### src/rtl/lr_sample_streamer.sv
`default_nettype none
// ----------------------------------------------------------------------------
// lr_sample_streamer : replays a 16-entry {X,Y} buffer into a Linear_Regression
//                      core under its busy handshake and captures the results.
// Revision 1.0
// ----------------------------------------------------------------------------
module lr_sample_streamer #(
    parameter int N_SAMPLES = 16,
    parameter int TIMEOUT   = 255
) (
    input  logic        clk_i,
    input  logic        rst_ni,
    input  logic        wr_en_i,
    input  logic [3:0]  wr_addr_i,
    input  logic [15:0] wr_x_i,
    input  logic [15:0] wr_y_i,
    input  logic        start_i,
    input  logic        busy_i,
    input  logic [31:0] b1_i,
    input  logic [31:0] b0_i,
    input  logic [31:0] mse_i,
    output logic [15:0] x_o,
    output logic [15:0] y_o,
    output logic        valid_o,
    output logic [31:0] res_b1_o,
    output logic [31:0] res_b0_o,
    output logic [31:0] res_mse_o,
    output logic        active_o,
    output logic        done_o,
    output logic        err_o
);

    localparam logic [2:0] S_IDLE      = 3'd0;
    localparam logic [2:0] S_SEND      = 3'd1;
    localparam logic [2:0] S_WAIT_BUSY = 3'd2;
    localparam logic [2:0] S_WAIT_DONE = 3'd3;
    localparam logic [2:0] S_DONE      = 3'd4;

    localparam logic [3:0] LAST_IDX    = 4'(N_SAMPLES - 1);
    localparam logic [7:0] TIMEOUT_CNT = 8'(TIMEOUT);

    logic [2:0]  state_q, state_d;
    logic [3:0]  idx_q, idx_d;
    logic [7:0]  cnt_q, cnt_d;
    logic [15:0] x_q, x_d, y_q, y_d;
    logic        valid_q, valid_d;
    logic        err_q, err_d;
    logic [31:0] res_b1_q, res_b1_d, res_b0_q, res_b0_d, res_mse_q, res_mse_d;

    logic [15:0] buf_x_q [16];
    logic [15:0] buf_y_q [16];

    logic [7:0]  cnt_inc;
    logic        timeout_hit;

    assign cnt_inc     = cnt_q + 8'd1;
    assign timeout_hit = (cnt_inc == TIMEOUT_CNT);

    // Sample storage is deliberately left out of reset so it survives across runs.
    always_ff @(posedge clk_i) begin
        if (wr_en_i && (state_q == S_IDLE)) begin
            buf_x_q[wr_addr_i] <= wr_x_i;
            buf_y_q[wr_addr_i] <= wr_y_i;
        end
    end

    always_ff @(posedge clk_i or negedge rst_ni) begin
        if (!rst_ni) begin
            state_q <= S_IDLE;
        end else begin
            state_q <= state_d;
        end
    end

    always_comb begin
        state_d = state_q;
        case (state_q)
            S_IDLE:      if (start_i) state_d = S_SEND;
            S_SEND:      if (!busy_i && (idx_q == LAST_IDX)) state_d = S_WAIT_BUSY;
            S_WAIT_BUSY: if (busy_i) state_d = S_WAIT_DONE;
                         else if (timeout_hit) state_d = S_DONE;
            S_WAIT_DONE: if (!busy_i || timeout_hit) state_d = S_DONE;
            S_DONE:      state_d = S_IDLE;
            default:     state_d = S_IDLE;
        endcase
    end

    always_comb begin
        active_o = (state_q != S_IDLE);
        done_o   = (state_q == S_DONE);
    end

    always_comb begin
        idx_d     = idx_q;
        cnt_d     = cnt_q;
        x_d       = x_q;
        y_d       = y_q;
        valid_d   = 1'b0;
        err_d     = err_q;
        res_b1_d  = res_b1_q;
        res_b0_d  = res_b0_q;
        res_mse_d = res_mse_q;
        case (state_q)
            S_IDLE: begin
                if (start_i) begin
                    idx_d = 4'd0;
                    cnt_d = 8'd0;
                    err_d = 1'b0;
                end
            end
            S_SEND: begin
                if (!busy_i) begin
                    x_d     = buf_x_q[idx_q];
                    y_d     = buf_y_q[idx_q];
                    valid_d = 1'b1;
                    idx_d   = idx_q + 4'd1;
                    cnt_d   = 8'd0;
                end
            end
            S_WAIT_BUSY: begin
                if (busy_i) begin
                    cnt_d = 8'd0;
                end else begin
                    cnt_d = cnt_inc;
                    if (timeout_hit) err_d = 1'b1;
                end
            end
            S_WAIT_DONE: begin
                // A falling busy wins over a simultaneous timeout.
                if (!busy_i) begin
                    res_b1_d  = b1_i;
                    res_b0_d  = b0_i;
                    res_mse_d = mse_i;
                end else begin
                    cnt_d = cnt_inc;
                    if (timeout_hit) err_d = 1'b1;
                end
            end
            default: ;
        endcase
    end

    always_ff @(posedge clk_i or negedge rst_ni) begin
        if (!rst_ni) begin
            idx_q     <= 4'd0;
            cnt_q     <= 8'd0;
            x_q       <= 16'd0;
            y_q       <= 16'd0;
            valid_q   <= 1'b0;
            err_q     <= 1'b0;
            res_b1_q  <= 32'd0;
            res_b0_q  <= 32'd0;
            res_mse_q <= 32'd0;
        end else begin
            idx_q     <= idx_d;
            cnt_q     <= cnt_d;
            x_q       <= x_d;
            y_q       <= y_d;
            valid_q   <= valid_d;
            err_q     <= err_d;
            res_b1_q  <= res_b1_d;
            res_b0_q  <= res_b0_d;
            res_mse_q <= res_mse_d;
        end
    end

    assign x_o       = x_q;
    assign y_o       = y_q;
    assign valid_o   = valid_q;
    assign err_o     = err_q;
    assign res_b1_o  = res_b1_q;
    assign res_b0_o  = res_b0_q;
    assign res_mse_o = res_mse_q;

endmodule
`default_nettype wire

### config.mk
export PLATFORM = sky130hd
export DESIGN_NAME = lr_sample_streamer
export DESIGN_NICKNAME = d
export VERILOG_FILES = /design/src/rtl/lr_sample_streamer.sv
export SDC_FILE = /design/constraint.sdc
export NUM_CORES = 1
export LEC_CHECK = 0
export ABC_CLOCK_PERIOD_IN_PS = 9700
export CAP_MARGIN = 5
export CORE_ASPECT_RATIO = 0.9
export CORE_MARGIN = 2
export CORE_UTILIZATION = 53
export CTS_CLUSTER_SIZE = 12
export DETAILED_ROUTE_END_ITERATION = 10
export DONT_BUFFER_PORTS = 1
export GPL_TIMING_DRIVEN = 0
export PLACE_DENSITY = 0.71
export SLEW_MARGIN = 20
export SYNTH_ARGS = -nofsm -noshare
export SYNTH_HDL_FRONTEND = slang
export SYNTH_SLANG_ARGS = --single-unit
### constraint.sdc
create_clock -name clk_i -period 9.7 [get_ports clk_i]
set_input_delay 1.455 -clock clk_i [delete_from_list [all_inputs] [get_ports clk_i]]
set_output_delay 1.455 -clock clk_i [all_outputs]
set_load 0.05 [all_outputs]
# After elaboration in Yosys (flattened, before gate mapping)
# Memories as Yosys holds them, arrays and structs flattened. A register that Yosys moved wholly into a read port is not among the register bits.
# Cells that the tools add are included.
# word_totals
output_inout_bits	132
memories	2
ram_bits	512
ff_bits	113
word_cells	66
# classes
n_reduce_logical	17
n_mux	23
n_addsub	2
eq_ne	13
n_bitwise	1
# memory_table
name	words	word_bits	rd	rd_ports_with_merged_regs	wr	line	text
buf_x_q	16	16	1	1	1	50	logic [15:0] buf_x_q [16];
buf_y_q	16	16	1	1	1	51	logic [15:0] buf_y_q [16];
# ops
operator	n
two-way mux 8 bit	4
case mux 8 bit (4 select lines)	1
two-way mux 3 bit	5
!= test 2 bit (second input constant)	6
case mux 3 bit (4 select lines)	1
AND reduction 4 bit	3
adder 8 x 1 -> 8 bit (second input constant)	1
== test 8 bit (second input constant)	1
two-way mux 1 bit	8
two-way mux 4 bit	2
case mux 4 bit (2 select lines)	1
== test 3 x 2 -> 1 bit (second input constant)	2
nonzero test 3 bit	2
adder 4 x 1 -> 4 bit (second input constant)	1
== test 4 bit (second input constant)	1
AND reduction 2 bit	2
nonzero test 4 bit	1
== test 3 x 1 -> 1 bit (second input constant)	1
== test 3 bit (second input constant)	1
zero test 1 bit	3
zero test 3 bit	1
!= test 3 bit (second input constant)	1
case mux 1 bit (3 select lines)	1
AND reduction 3 bit	1
other kinds (4)	5

# Longest topological paths before layout
# Gate-level depths: netlist of the first run.
# depth
ltp_word	5
mapped_depth	9
ltp_nobuf	6

# Worst setup path after synthesis of the first run
# OpenSTA, ideal clock, no wires.
# synth_timing
kind	input port to flip-flop
from	input port wr_addr_i[3]
to	memory buf_x_q[0][0], enable pin
path_slack_ps	5144
stages	2
path_buffers	0
setup_ps	461
t_arrival_ps	4095
cell_sequence	or3_1 > nor3_1
# synth_lines
item	line	text
from (decl)	14	input logic [3:0] wr_addr_i,
to (decl)	50	
# No word-level cell before the write port.

# Final worst setup path of the first run
# layout_timing
from	register state_q[2]
to	output port active_o
# layout_via
elab_chain_len	1
# layout_rtl
item	line	text
from (decl)	42	logic [2:0] state_q, state_d;
from (signal assigned)	71	state_q <= state_d;
nonzero test 3 bit	89	active_o = (state_q != S_IDLE);
to (decl)	28	output logic active_o,
# Every way passes these cells.

==> flow_summary.toml, run 1 <==
[run_status]
outcome = "finished, final reports clean"

[finish]
most-common-layout-cells = "512 x edfxtp_1, 145 x dfrtp_1, 128 x mux2_2, 128 x mux4_2"
fin_util = 0.609
fin_cells = 1964
final_common_cell = "edfxtp_1"
nets = 1440
syn_to_final_growth_pct = 13.2
drive_gt1_frac = 0.309

[synthesis]
syn_area_sq_um = 25200
synth_area_per_cell_sq_um = 21.0
synth_enable_flop_cells = 512
yosysWarnings = 0
synthCells = 1199
synth.area.top_cells = "edfxtp_1 61%, dfrtp_1 14%, mux4_2 11%"
yosys_most_used_dff = "edfxtp_1"
yosysTopAreaCellShare = 0.611
yosysSeqAreaShare = 0.756
synthesis.nets = 1339
async_flop_share = 0.221
synth-seq-cells = 657
synth_largest_area_cell = "edfxtp_1"
synth_cell_types = 43

[sta]
fin_ws_ns = 5.90
relSlewSlack = 0.288
min_period_over_period = 0.392
hold_viol_final = 0
fmax_mhz = 263
rsz0062_at_grt = "no"
worst_pin_slew_ns = 1.06
finClkSkew_ns = 0.0307
period_minus_slack_ns = 3.80
setup_tns_ns = 0
drv_slew = 0
setup_viol = 0
fin_hold_ws_ns = 0.494

[pwr]
power_frac_clock = 0.278
seqPwrFrac = 0.522
p_int_mw = 5.48
swShare = 0.345
p_leak_nw = 9.79
powerDensity_nw_per_um2 = 294
switchingPower_mw = 2.88
power_frac_comb = 0.200
peakVddDrop_mv = 0.176

[run]
cap_violations = 0

[setup_path]
crit_path_start_kind = "flop"
cp_max_fo = 10
arrival_ns = 2.35
crit_type = "reg -> out"
end_kind = "output pin"
worstPathRequired_ns = 8.25

[clock_network]
root_buffer = "clkbuf_16"
clk-insertion-delay-late_ns = 0.60
cts.sinks = 657
cts_tree = "done"
post_cts_resized = 0
clk_pin_slew_ns = 0.06
hold_buffers = 0
cts.path.max_buffers = 3
cts_inserted_buffers = 66
post_cts_buffers = 0
cts-htree-levels = 3

[detailed_routing]
ant_nets = 0
drt_iter0_markers = 1207
num_vias = 12294
vias_per_cell = 6.26
first_pass_iters = 5
drcViolationCount = 0
routedWlPerCell_um = 29.3
wl_mm = 57.6

[floorplan]
std_cell_rows = 75
dieHeight_um = 211
ios = 269
coreArea_sq_um = 46700
start_util = 0.538
die_area_sq_um = 49200
die_x_um = 234

[worst_hold_path]
holdCritPathClass = "reg -> reg"

[global_routing]
grt_overflow = 0
grt_max_degree = 146
grt_util_all_layers = 0.240
grt_pass1_wl_mm = 84.0
grt_antenna_before_repair = 5
grt_pass1_vias = 12758

[place]
dp_slack_ns = 6.17
hpwl_mm = 38.5
placed_cells = 1848
place_congestion = 0.768
io_buffer_count = 0
-- synthesized netlist by cell type (3+ instances only) --
cell	instances
mux4_2	128
inv_1	5
buf_2	24
a21oi_1	6
nand4_1	3
buf_1	5
nor3_1	39
nand3_1	7
edfxtp_1	512
ha_1	3
a221o_1	32
clkbuf_1	32
nand2_1	12
o31ai_1	7
buf_4	4
dfrtp_1	145
nor2_1	21
mux2_2	128
o21ai_0	14
buf_6	4
or3_1	3
and3_1	3
nor2b_1	4
mux2i_1	32
nand2b_1	4
-- cell families after synthesis --
group / share of synthesized area
xor gates and xnor gates: 0.00104
and+or+nand+nor: 0.0214
AOI/OAI and AO/OA: 0.0216
buffers and inverters: 0.0142
muxes: 0.185
DFF: 0.756
adders and majority gates: 0.00149
-- power groups by stage --
stage                     combinational (mW)  clock [mW]  sequential, mW
after floorplan                         1.28           0            4.32
after global placement                  1.65           0            4.43
after detailed placement                1.69           0            4.43
after CTS                               1.70        2.37            4.37
after global routing                    1.80        2.48            4.39
final                                   1.67        2.32            4.36
-- routing by layer --
metal	share of wire	track usage
met1	0.39	0.320
met2	0.50	0.389
met3	0.081	0.0528
met4	0.032	0.0921
met5	0.00017	0
-- worst paths after layout --
path / startpoint / end / slack (ns) / cells past startpoint
max: state_q[2] / active_o / 5.90 / 3
max reg2reg: state_q[2] / buf_x_q[0][14] / 6.25 / 7
min: cnt_q[7] / cnt_q[7] / 0.49 / 1
max in group asynchronous: rst_ni / res_b1_o[2] / 8.91 / 0
min in group asynchronous: rst_ni / x_o[4] / 0.56 / 0
min reg2reg: cnt_q[7] / cnt_q[7] / 0.49 / 1
-- critical path, stage by stage, from the launching register on --
cell and delay [ns]:
dfrtp_1 0.40, clkbuf_1 0.23, nor3_1 0.66, inv_1 0.47
-- flip-flops by register name, indices dropped and copies added, names as in the netlist --
| register | flops |
|---|---|
| res_b1_o | 32 |
| idx_q | 4 |
| cnt_q | 8 |
| res_mse_o | 32 |
| state_q | 3 |
| x_o | 16 |
| valid_o | 1 |
| buf_x_q | 256 |
| err_o | 1 |
| buf_y_q | 256 |
| res_b0_o | 32 |
| y_o | 16 |
-- area by class of cell --
type	instances	area, sq um
Tap cell	616	771
Clock inverter	5	38.8
Fill cell	3226	18300
Clock buffer	107	1880
Multi-Input combinational cell	467	5910
Inverter	6	22.5
Timing Repair Buffer	33	507
Sequential cell	657	19000
Buffer	69	334
Antenna cell	4	10.0
-- metrics by stage --
| step | power, mW | instance area [sq um] |
|---|---|---|
| 3_5_place_dp | 6.12 | 26500 |
| 5_1_grt | 8.67 | 28500 |
| 4_1_cts | 8.44 | 28500 |
| 3_3_place_gp | 6.07 | 25900 |
| 2_1_floorplan | 5.60 | 25200 |
| 6_report | 8.36 | 28500 |
Power figures use the tool's default switching activity.
==> run 2, diff against run 1 <==
- ABC_AREA: not set -> 1
- ABC_CLOCK_PERIOD_IN_PS: 9700 -> 3050
- PLACE_DENSITY: 0.71 -> 0.74
- clock period: 9.7 -> 3.05 ns (I/O delays scaled with it)
==> run 2 against run 1 <==
Compared with the run above:
- the run now ends with hold timing left
- synthesized cell count is 85% higher
- combinational power grew to 4.1 times the previous value
- count of clock-buffer cells in the layout down 5
- die area is 3.0% higher
- first-iteration DRC count is 140% higher
- clock skew shrank 0.0020 ns
- wire length increased by 34%
- total power grew to 3.4 times the previous value
- core utilization grew 3.1 points
- synthesized area grew 3.1%
- non-clock buffer count is 193 higher
==> flow_summary.toml, run 2 <==
[setup_path]
crit_start = "state_q[1]"
end_kind = "flop"
crit_type = "reg -> reg"
r2r_slack_ns = 0.26
arrival_ns = 3.09
cp_max_fo = 17
cp-endpoint = "buf_x_q[1][12]"
worstPathRequired_ns = 3.35
reg2regPathDepth = 8
crit_path_start_kind = "flop"
rr_startpoint = "state_q[1]"
r2r-end = "buf_x_q[1][12]"

[floorplan]
std_cell_rows = 76
die_x_um = 237
die_area_sq_um = 50700
dieHeight_um = 214
start_util = 0.539
coreArea_sq_um = 48100
ios = 269

[clock_network]
cts-htree-levels = 3
cts_tree = "done"
cts_inserted_buffers = 68
post_cts_resized = 0
hold_buffers = 127
cts.sinks = 657
root_buffer = "clkbuf_16"
clk-insertion-delay-late_ns = 0.61
clk_pin_slew_ns = 0.06
cts.path.max_buffers = 3

[sta]
period_minus_slack_ns = 2.79
fin_hold_ws_ns = -0.446
fin_ws_ns = 0.263
rsz0062_at_grt = "no"
relSlewSlack = 0.361
drv_slew = 0
fmax_mhz = 359
hold_viol_final = 145
min_period_over_period = 0.914
worst_pin_slew_ns = 0.959
finClkSkew_ns = 0.0287
setup_viol = 0

[synthesis]
synthesis.nets = 2363
synth_enable_flop_cells = 512
synth-seq-cells = 657
synthCells = 2223
synth_largest_area_cell = "edfxtp_1"
yosysMostFrequentCell = "nand2_1"
yosysWarnings = 0
synth_common_cells = "677 x nand2_1, 512 x edfxtp_1, 256 x nor2_1"
yosysTopAreaCellShare = 0.593
synth_area_per_cell_sq_um = 11.7
yosys_most_used_dff = "edfxtp_1"
synth.area.top_cells = "edfxtp_1 59%, dfrtp_1 14%, nand2_1 9.8%"
yosysSeqAreaShare = 0.733
async_flop_share = 0.221
syn_area_sq_um = 25900
synth_cell_types = 28

[place]
io_buffer_count = 0
placed_cells = 2863
hpwl_mm = 48.1
dp_slack_ns = -0.0457
place_congestion = 0.842

[pwr]
p_leak_nw = 11.8
powerDensity_nw_per_um2 = 930
peakVddDrop_mv = 0.517
power.total_mw = 28.7

[detailed_routing]
routedWlPerCell_um = 24.7
drcViolationCount = 0
vias_per_cell = 6.09
first_pass_iters = 6
drt_iter0_markers = 2847
ant_nets = 0
wl_mm = 77.4
num_vias = 19073

[worst_hold_path]
holdCritPathClass = "in -> async"

[finish]
syn_to_final_growth_pct = 18.9
largestRegisters = "buf_x_q: 256 flops, buf_y_q: 256 flops"
fin_cells = 3131
nets = 2597
drive_gt1_frac = 0.0835
final_common_cell = "nand2_1"
most-common-layout-cells = "677 x nand2_1, 512 x edfxtp_1, 240 x nor2_1"

[global_routing]
grt_pass1_wl_mm = 112
grt_pass1_vias = 18526
grt_util_all_layers = 0.300
grt_max_degree = 146
grt_antenna_before_repair = 3
grt_overflow = 0

[run]
cap_violations = 0

[run_status]
outcome = "finished with violations"
failed_checks = "hold timing"
==> run 2: cell types whose count changed after synthesis, moves of 106 or more <==
cell     delta
o21ai_0   +154
mux2_2    -128
nand3_1   +106
nor2_1    +235
mux4_2    -128
nand2_1   +665
==> run 2: metrics by stage <==
step | utilization | area [sq um] | hold WS, ns | TNS, ns
after floorplan | - | 25900 | 0.162 | -36.57
after global placement | 0.555 | 26700 | 0.166 | -878.25
after detailed placement | 0.566 | 27200 | 0.167 | -2.78
after CTS | 0.638 | 30700 | -0.480 | -0.0139
after global routing | 0.640 | 30800 | -0.483 | 0
final | 0.641 | 30800 | -0.446 | 0
==> run 2: area by class of cell <==
class	instances	area, sq um
antenna	4	10.0
buffer	131	629
clock buffer	102	1870
clock inverter	14	131
fill	3429	17300
inverter	36	135
multi-input combinational	1399	6290
sequential	657	19000
tap	624	781
timing repair buffer	164	1980
==> run 2: how the worst min path moves through the flow <==
stage                     endpoint  slack (ns)  cells past startpoint  startpoint
after global placement      x_o[3]        0.17                      0      rst_ni
after CTS                  x_o[13]       -0.48                      0      rst_ni
after floorplan           cnt_q[0]        0.16                      0      rst_ni
after global routing        x_o[6]       -0.48                      0      rst_ni
final                      x_o[13]       -0.45                      0      rst_ni
after detailed placement    x_o[2]        0.17                      0      rst_ni
==> run 2: timing repair <==
action	in CTS	in global routing
setup buffers	13	8
setup endpoints to repair	131	159
endpoints found under the hold margin	752	145
pin swaps	8	5
==> run 2: worst max-delay path, cell delays in order, from the launching register on <==
cell and delay (ns):
dfrtp_1 0.40, nor2_1 0.11, inv_1 0.06, nor2_1 0.15, inv_1 0.30, nor2_1 0.42
nand3_1 0.46, nor2_4 0.36, buf_16 0.22
==> run 2: per-layer routing <==
metal | up-vias | GRT usage | part of all wire
met2 | 1363 | 0.472 | 0.46
met3 | 254 | 0.0834 | 0.13
met5 | - | 0 | 0.00016
met4 | 2 | 0.138 | 0.041
met1 | 9272 | 0.394 | 0.37
li1 | 8182 | - | -
==> run 2: report_power, final <==
group / total [mW] / leakage, nW / switching (mW) / internal [mW]
registers: 14.1 / 6.45 / 3.54 / 10.6
clock network: 7.69 / 0.972 / 3.35 / 4.33
logic: 6.85 / 4.34 / 4.91 / 1.94
total: 28.7 / 11.8 / 11.8 / 16.9
==> run 2: kinds of logic (layout without fill, tap and decap cells) <==
family / count (synthesis) / in the layout / synth area share
adder cells (fa/ha/maj): 3 / 3 / 0.00145
XOR/XNOR: 1 / 1 / 0.000338
flip-flops: 657 / 657 / 0.733
buffers and inverters: 167 / 447 / 0.0295
AO/OA/AOI/OAI: 345 / 345 / 0.0781
AND/OR/NAND/NOR: 1050 / 1050 / 0.158
other: 0 / 4 / 0
